[src/rtl/net_arb_pkg.sv]
// Shared types and sizing helpers for the network TX owner arbiter.
package net_arb_pkg;

  typedef enum logic [1:0] {
    OWN   = 2'd0,
    DRAIN = 2'd1,
    GAP   = 2'd2,
    ABORT = 2'd3
  } arb_state_t;

  localparam int NET_ARB_DATA_W        = 32;
  localparam int NET_ARB_GAP_CYCLES    = 4;
  localparam int NET_ARB_DRAIN_TIMEOUT = 1024;

  // Width of a down/up counter whose largest value is n-1; never narrower than 1 bit.
  function automatic int cnt_width(input int n);
    return (n <= 1) ? 1 : $clog2(n);
  endfunction

  localparam int NET_ARB_GAP_CNT_W   = cnt_width(NET_ARB_GAP_CYCLES);
  localparam int NET_ARB_DRAIN_CNT_W = cnt_width(NET_ARB_DRAIN_TIMEOUT);

endpackage

[src/rtl/axis_pkt_tracker.sv]
// Tracks whether an AXI-Stream is between the first and last beat of a packet.
module axis_pkt_tracker (
  input  logic clk,
  input  logic resetn,
  input  logic i_valid,
  input  logic i_ready,
  input  logic i_last,
  input  logic i_clear,
  output logic o_in_pkt
);

  logic r_in_pkt;

  always_ff @(posedge clk) begin
    if (!resetn || i_clear) begin
      r_in_pkt <= 1'b0;
    end else if (i_valid && i_ready) begin
      r_in_pkt <= !i_last;
    end
  end

  assign o_in_pkt = r_in_pkt;

endmodule

[src/rtl/net_tx_owner_arbiter.sv]
// Packet-boundary ownership switch of the shared TX stream between trusted and untrusted domains.
// Optional drain timeout with forced packet abort: define NET_ARB_DRAIN_TIMEOUT_EN.
module net_tx_owner_arbiter
  import net_arb_pkg::*;
#(
  parameter int DATA_W        = NET_ARB_DATA_W,
  parameter int GAP_CYCLES    = NET_ARB_GAP_CYCLES,
  parameter int DRAIN_TIMEOUT = NET_ARB_DRAIN_TIMEOUT
) (
  input  logic                clk,
  input  logic                resetn,
  input  logic                switch_req,
  input  logic                switch_to_trusted,
  output logic                trusted,
  output logic                busy,
  output logic                abort_pulse,
  input  logic [DATA_W-1:0]   T_tdata,
  input  logic [DATA_W/8-1:0] T_tkeep,
  input  logic                T_tlast,
  input  logic                T_tvalid,
  output logic                T_tready,
  input  logic [DATA_W-1:0]   U_tdata,
  input  logic [DATA_W/8-1:0] U_tkeep,
  input  logic                U_tlast,
  input  logic                U_tvalid,
  output logic                U_tready,
  output logic [DATA_W-1:0]   O_tdata,
  output logic [DATA_W/8-1:0] O_tkeep,
  output logic                O_tlast,
  output logic                O_tvalid,
  input  logic                O_tready
);

  localparam int GAP_W = cnt_width(GAP_CYCLES);
  localparam logic [GAP_W-1:0] GAP_LOAD = GAP_W'(GAP_CYCLES - 1);

  if (GAP_CYCLES < 1 || DRAIN_TIMEOUT < 1) begin : g_param_check
    $error("net_tx_owner_arbiter: GAP_CYCLES and DRAIN_TIMEOUT must be >= 1");
  end

  arb_state_t         r_state;
  logic               r_trusted;
  logic               r_busy;
  logic [GAP_W-1:0]   r_gap_cnt;

  logic [DATA_W-1:0]   w_own_tdata;
  logic [DATA_W/8-1:0] w_own_tkeep;
  logic                w_own_tlast;
  logic                w_own_tvalid;
  logic                w_own_tready;
  logic                w_own_hs;
  logic                w_in_pkt;
  logic                w_pass;
  logic                w_abort;
  logic                w_clear;

  always_comb begin
    w_own_tdata  = r_trusted ? T_tdata  : U_tdata;
    w_own_tkeep  = r_trusted ? T_tkeep  : U_tkeep;
    w_own_tlast  = r_trusted ? T_tlast  : U_tlast;
    w_own_tvalid = r_trusted ? T_tvalid : U_tvalid;
  end

  // Outputs stay idle while resetn is held low, regardless of the current state.
  assign w_pass = resetn && ((r_state == OWN) || (r_state == DRAIN && w_in_pkt));

`ifdef NET_ARB_DRAIN_TIMEOUT_EN
  localparam int DRAIN_W = cnt_width(DRAIN_TIMEOUT);
  localparam logic [DRAIN_W-1:0] DRAIN_LAST = DRAIN_W'(DRAIN_TIMEOUT - 1);
  logic [DRAIN_W-1:0] r_drain_cnt;
  logic               r_abort_pulse;
  assign w_abort     = resetn && (r_state == ABORT);
  assign abort_pulse = r_abort_pulse;
`else
  assign w_abort     = 1'b0;
  assign abort_pulse = 1'b0;
`endif

  assign w_own_tready = w_pass && O_tready;
  assign w_own_hs     = w_own_tvalid && w_own_tready;
  assign w_clear      = w_abort && O_tready;

  assign T_tready = r_trusted  && w_own_tready;
  assign U_tready = !r_trusted && w_own_tready;

  assign O_tvalid = (w_pass && w_own_tvalid) || w_abort;
  assign O_tlast  = w_pass ? w_own_tlast : w_abort;
  assign O_tdata  = w_pass ? w_own_tdata : '0;
  assign O_tkeep  = w_pass ? w_own_tkeep : '0;

  assign trusted = r_trusted;
  assign busy    = r_busy;

  axis_pkt_tracker u_tracker (
    .clk      (clk),
    .resetn   (resetn),
    .i_valid  (w_own_tvalid),
    .i_ready  (w_own_tready),
    .i_last   (w_own_tlast),
    .i_clear  (w_clear),
    .o_in_pkt (w_in_pkt)
  );

  always_ff @(posedge clk) begin
    if (!resetn) begin
      r_state   <= OWN;
      r_trusted <= 1'b1;
      r_busy    <= 1'b0;
      r_gap_cnt <= '0;
`ifdef NET_ARB_DRAIN_TIMEOUT_EN
      r_drain_cnt   <= '0;
      r_abort_pulse <= 1'b0;
`endif
    end else begin
`ifdef NET_ARB_DRAIN_TIMEOUT_EN
      r_abort_pulse <= 1'b0;
`endif
      case (r_state)
        OWN: begin
          if (switch_req && (switch_to_trusted != r_trusted)) begin
            r_state <= DRAIN;
            r_busy  <= 1'b1;
`ifdef NET_ARB_DRAIN_TIMEOUT_EN
            r_drain_cnt <= '0;
`endif
          end
        end
        DRAIN: begin
          // A last beat accepted this cycle already ends the packet.
          if (!w_in_pkt || (w_own_hs && w_own_tlast)) begin
            r_state   <= GAP;
            r_gap_cnt <= GAP_LOAD;
          end
`ifdef NET_ARB_DRAIN_TIMEOUT_EN
          else if (r_drain_cnt == DRAIN_LAST) begin
            r_state <= ABORT;
          end else begin
            r_drain_cnt <= r_drain_cnt + 1'b1;
          end
`endif
        end
        GAP: begin
          if (r_gap_cnt == '0) begin
            r_state   <= OWN;
            r_trusted <= !r_trusted;
            r_busy    <= 1'b0;
          end else begin
            r_gap_cnt <= r_gap_cnt - 1'b1;
          end
        end
`ifdef NET_ARB_DRAIN_TIMEOUT_EN
        ABORT: begin
          if (O_tready) begin
            r_state       <= GAP;
            r_gap_cnt     <= GAP_LOAD;
            r_abort_pulse <= 1'b1;
          end
        end
`endif
        default: r_state <= OWN;
      endcase
    end
  end

endmodule

[config.mk]
export PLATFORM = sky130hd
export DESIGN_NAME = net_tx_owner_arbiter
export DESIGN_NICKNAME = d
export VERILOG_FILES = /design/src/rtl/net_arb_pkg.sv /design/src/rtl/axis_pkt_tracker.sv /design/src/rtl/net_tx_owner_arbiter.sv
export SDC_FILE = /design/constraint.sdc
export NUM_CORES = 1
export LEC_CHECK = 0
export CAP_MARGIN = 20
export CORE_MARGIN = 5
export CORE_UTILIZATION = 28
export DETAILED_ROUTE_END_ITERATION = 7
export PLACE_DENSITY = 0.87
export SLEW_MARGIN = 25
export SYNTH_ARGS = -nofsm -noshare
export SYNTH_HDL_FRONTEND = slang
export SYNTH_SLANG_ARGS = --single-unit
[constraint.sdc]
create_clock -name clk -period 3.65 [get_ports clk]
set_clock_uncertainty 0.05 [all_clocks]
set_input_delay 0.73 -clock clk [delete_from_list [all_inputs] [get_ports clk]]
set_output_delay 0.73 -clock clk [all_outputs]
set_load 0.03 [all_outputs]
==> flow_summary.toml, run 1 <==
[clock_network]
htree_levels = 1
root_buffer = "clkbuf_4"
clockBufferDepth = 2
holdBufCountCts = 0
post-cts-setup-buffers = 0
clk_pin_slew_worst_paths_ns = 0.06
ctsResizeCount = 0
clock_latency_ns = 0.26
cts.sinks = 7
cts_tree = "built"
cts_buffers = 3

[floorplan]
die_w_um = 69.2
core-area_um2 = 3360
die_y_um = 69.2
die-area_um2 = 4790
start_util = 0.292
placementRows = 21
num_io_pins = 124

[worst_setup_path]
crit_family = "buffers and inverters"
cpMaxStageDelayCell = "clkdlybuf4s50_1"
crit_arrival_ns = 2.10
cp-start-kind = "input port"
path_buf_inv = 3
critical_path_class = "in2out"
endpoint_kind = "output pin"
path_max_fanout = 41
cp_slowest_stage_delay_ns = 0.59
cp.required_ns = 2.87
cp_cell_sequence = "clkdlybuf4s50_1 -> nand3_1 -> buf_4 -> nor2_1 -> buf_12"

[timing]
rsz0062_at_grt = "false"
worst_pin_slew_ns = 0.624
slew_headroom = 0.584
hold_viol = 0
drv_slew = 0
fmax_mhz = 347
period_share = 0.790
setup_violations = 0
tns_ns = 0
fin_crit_ns = 2.88

[global_route]
grtUsageTotal = 0.172
grt_pass1_vias = 1378
grt_pass1_wl_um = 6760
grt_antenna_before_repair = 0
grt_max_degree = 42
grt_overflow = 0

[finish]
diodes = 0
syn_to_final_growth_pct = 119
drive_above_1_share = 0.196
nNetsFinal = 333

[synthesis]
synth_common_cells = "nor2_1, mux2i_1, dfxtp_1, inv_1"
synth_area_leader_cell = "mux2i_1"
synth_nets = 214
ys_seq_area_frac = 0.143
syn_area_um2 = 982
ys.warnings.count = 0
yosysTopAreaCellShare = 0.387
netlist_instances = 132
synth_area_leaders = "mux2i_1, nor2_1, dfxtp_1"
synth_edf_count = 0
synth_most_common_cell = "nor2_1"
synth.distinct_cells = 30
postSynthAreaPerCell_um2 = 7.44
synth-seq-cells = 7
async_flop_share = 0
synth_ff_type = "dfxtp_1"

[detailed_routing]
first_pass_iters = 2
routed_wl_um = 4330
drc = 0
viasPerCell = 4.59
final_antenna_net_count = 0
wl_per_cell_um = 14.6
vias = 1360
drt_iter0_drc = 64

[run]
maxCapViolCount = 0

[outcome]
status = "finished, final reports clean"

[hold_path]
hold_class = "reg2reg"

[placement]
numPortBuffers = 122
gp_congestion = 0.862
dp.final_hpwl_um = 3690

[power]
p_per_area_nw_per_um2 = 217
p_leak_nw = 1.15
power_mw = 0.467
irDropWorstVdd_mv = 0.0970
==> sequential cells by signal (all words and copies together) (netlist names) <==
name and flops:
r_state 2, r_gap_cnt 2, trusted 1, u_tracker.o_in_pkt 1, busy 1
==> worst min-delay path, delay by kind of cell, from the launching register on <==
family,cells,cell delay [ns]
DFF,1,0.32
buffers and inverters,1,0.05
AOI/OAI and AO/OA,1,0.05
==> per-layer routing <==
layer  vias to the layer above  track usage  wire length [um]  share of wire
li1                        694            -                 -              -
met1                       592        0.184              1610           0.37
met2                        67        0.313              2220           0.51
met3                         7       0.0638               438           0.10
met4                         0       0.0521                60          0.014
met5                         -            0                 0              0
==> metrics by stage <==
stage	std cells	hold slack (ns)	instance area (um^2)	setup WS (ns)	utilization
floorplan	132	0.400	982	1.13	-
global placement	292	0.411	2130	0.808	0.633
detailed placement	292	0.414	2130	0.783	0.633
CTS	296	0.422	2150	0.755	0.641
global route	296	0.452	2150	0.687	0.641
finish	296	0.418	2150	0.766	0.641
==> path summary, 6_finish.rpt <==
check	startpoint	to	slack (ns)	depth (start not counted)
min	busy	busy	0.42	2
max reg2reg	trusted	r_gap_cnt[1]	1.89	3
min reg2reg	busy	busy	0.42	2
max	resetn	O_tlast	0.77	5
==> cell type report <==
| class | count | area (um^2) |
|---|---|---|
| Timing Repair Buffer | 124 | 1150 |
| Tap cell | 46 | 57.6 |
| Clock buffer | 4 | 26.3 |
| Inverter | 7 | 26.3 |
| Fill cell | 321 | 1210 |
| Sequential cell | 7 | 141 |
| Multi-Input combinational cell | 108 | 754 |
==> where the power goes <==
group / internal, mW / leakage [nW] / switching, mW
sequential: 0.0815 / 0.0567 / 0.00938
clock: 0.0419 / 0.0150 / 0.0312
combinational: 0.157 / 1.08 / 0.146
total: 0.280 / 1.15 / 0.187
==> placed cells by master (no fill, tap or decap), drive strengths merged <==
cell type / n
buf: 42
a211o: 1
a21oi: 4
inv: 7
nand4: 2
clkdlybuf4s50: 82
xnor2: 2
conb: 1
a311oi: 1
o211ai: 1
nand2b: 2
nand3: 1
o311ai: 1
nand3b: 2
mux2i: 38
ha: 1
nor3b: 1
xor2: 1
nand4b: 1
nor2: 39
dfxtp: 7
clkbuf: 4
nor4b: 1
nand2: 3
a211oi: 1
o41ai: 1
a221oi: 1
nor3: 2
==> kinds of logic (layout without fill, tap and decap cells) <==
family | after synthesis | after routing | share of synthesized area
AO/OA/AOI/OAI | 11 | 11 | 0.0803
XOR/XNOR | 3 | 3 | 0.0268
adder cells (fa/ha/maj) | 1 | 1 | 0.0127
buffers and inverters | 17 | 135 | 0.0892
flip-flops | 7 | 7 | 0.143
multiplexers | 38 | 38 | 0.387
other | 1 | 1 | 0.00382
AND/OR/NAND/NOR | 54 | 54 | 0.257
No activity file was read; power rests on OpenSTA's default activity.
==> run 2: changes to the inputs <==
--- a/config.mk
+++ b/config.mk
@@ -7,9 +7,9 @@
 export LEC_CHECK = 0
 export CAP_MARGIN = 20
 export CORE_MARGIN = 5
-export CORE_UTILIZATION = 28
+export CORE_UTILIZATION = 26
 export DETAILED_ROUTE_END_ITERATION = 7
-export PLACE_DENSITY = 0.87
+export PLACE_DENSITY = 0.81
 export SLEW_MARGIN = 25
 export SYNTH_ARGS = -nofsm -noshare
 export SYNTH_HDL_FRONTEND = slang
==> constraint.sdc (replaced) <==
create_clock -name clk -period 2.92 [get_ports clk]
set_clock_uncertainty 0.05 [all_clocks]
set_input_delay 0.584 -clock clk [delete_from_list [all_inputs] [get_ports clk]]
set_output_delay 0.584 -clock clk [all_outputs]
set_load 0.03 [all_outputs]
==> run 2 against run 1 <==
Net effect:
- global-route usage is 2.6 points lower
- count of clock-buffer cells in the layout stayed put
- cell area is 2.4% higher
- non-clock buffer count is 4 higher
==> flow_summary.toml, run 2 (synthesis results as in run 1) <==
[outcome]
status = "finished, final reports clean"

[timing]
fin_crit_ns = 2.56
setup_violations = 0
fmax_mhz = 390
setup_ws_ns = 0.359
period_share = 0.877
tns_ns = 0
rsz0062_at_grt = "false"
hold_viol = 0
drv_slew = 0

[detailed_routing]
viasPerCell = 4.54
final_antenna_net_count = 0
wl_per_cell_um = 13.4
vias = 1372
first_pass_iters = 4
drt_iter0_drc = 32
drc = 0
routed_wl_um = 4050

[worst_setup_path]
reg2reg_slack_ns = 1.38
cp_cell_sequence = "clkdlybuf4s50_1 -> nand3_1 -> buf_4 -> nor2_1 -> buf_4"
reg2reg_depth = 4
endpoint_kind = "output pin"
reg2reg_to = "r_gap_cnt[0]"
cp_slowest_stage_delay_ns = 0.48
rr_startpoint = "trusted"
path_max_fanout = 17
crit_arrival_ns = 1.93
critical_path_class = "in2out"
cpMaxStageDelayCell = "clkdlybuf4s50_1"
cp.required_ns = 2.29
endpoint = "O_tdata[12]"
crit_start = "resetn"
cp-start-kind = "input port"
cp_common_cell = "buf_4"

[clock_network]
clockBufferDepth = 2
clk_pin_slew_worst_paths_ns = 0.04
clock_latency_ns = 0.23
cts_tree = "built"
cts.sinks = 7
ctsResizeCount = 0
cts_buffers = 3
htree_levels = 1
root_buffer = "clkbuf_8"
holdBufCountCts = 0
post-cts-setup-buffers = 0

[finish]
nNetsFinal = 337
fin_area_um2 = 2210
fin_util = 0.603
drive_above_1_share = 0.209
reg_top3 = "r_gap_cnt: 2 flops, r_state: 2 flops"
final_common_cell = "clkdlybuf4s50_1"
diodes = 0
layout_common_cells = "clkdlybuf4s50_1, buf_4, nor2_1"
syn_to_final_growth_pct = 125

[floorplan]
die_w_um = 71.5
core-area_um2 = 3660
num_io_pins = 124
placementRows = 22
start_util = 0.268
die-area_um2 = 5110
die_y_um = 71.5

[placement]
postPlaceCellArea_um2 = 2160
gp_congestion = 0.767
pre_cts_slack_ns = 0.365
dp.final_hpwl_um = 3500
numPortBuffers = 122

[power]
p_leak_nw = 1.18
p_clk_frac = 0.218
p_int_mw = 0.397
switchingPower_mw = 0.237
power_frac_comb = 0.610
seqPwrFrac = 0.172
power_mw = 0.635
swShare = 0.374
p_per_area_nw_per_um2 = 288
irDropWorstVdd_mv = 0.153

[run]
maxCapViolCount = 0

[global_route]
grt_overflow = 0
grtUsageTotal = 0.146
grt_max_degree = 23
grt_pass1_vias = 1416
grt_antenna_before_repair = 0
grt_pass1_wl_um = 6220

[hold_path]
hold_class = "reg2reg"
-- run 2: changes by cell type in the layout (fill, tap and decap cells not counted), sizes merged --
cell  previous run  this run
buf             42        46
-- run 2: metrics by stage --
| stage | cells | hold WS [ns] |
|---|---|---|
| global placement | 298 | 0.399 |
| floorplan | 132 | 0.400 |
| global route | 302 | 0.445 |
| CTS | 302 | 0.426 |
| detailed placement | 298 | 0.414 |
| finish | 302 | 0.423 |
-- run 2: worst min-delay path by stage --
| stage | startpoint | to | slack [ns] | cells after the start |
|---|---|---|---|---|
| after global placement | busy | busy | 0.40 | 2 |
| final | busy | busy | 0.42 | 2 |
| after detailed placement | busy | busy | 0.41 | 2 |
| after floorplan | r_gap_cnt[1] | r_gap_cnt[1] | 0.40 | 2 |
| after global routing | busy | busy | 0.45 | 2 |
| after CTS | busy | busy | 0.43 | 2 |
-- run 2: worst max-delay path, delay by kind of cell --
| family | cells | cell delay, ns |
|---|---|---|
| AND/OR/NAND/NOR | 2 | 0.39 |
| buffers and inverters | 3 | 0.95 |
-- run 2: routing by layer --
metal  routed length (um)  part of all wire  vias to the layer above  GRT usage
met5                    0                 0                        -          0
met4                   16            0.0039                        0     0.0167
met3                  411              0.10                        2     0.0603
met2                 2090              0.52                       68      0.265
met1                 1540              0.38                      601      0.163
li1                     -                 -                      701          -
-- run 2: area by class of cell --
cell class / instances / area [um^2]
fill: 339 / 1460
timing repair buffer: 128 / 1180
multi-input combinational: 108 / 754
sequential: 7 / 141
tap: 48 / 60.1
clock buffer: 4 / 45.0
inverter: 7 / 26.3
-- run 2: power by group through the flow --
stage	Clock, mW	Combinational, mW	Sequential (mW)
floorplan	0	0.189	0.112
global placement	0	0.387	0.110
detailed placement	0	0.390	0.111
CTS	0.141	0.392	0.109
global route	0.147	0.413	0.110
finish	0.138	0.387	0.109
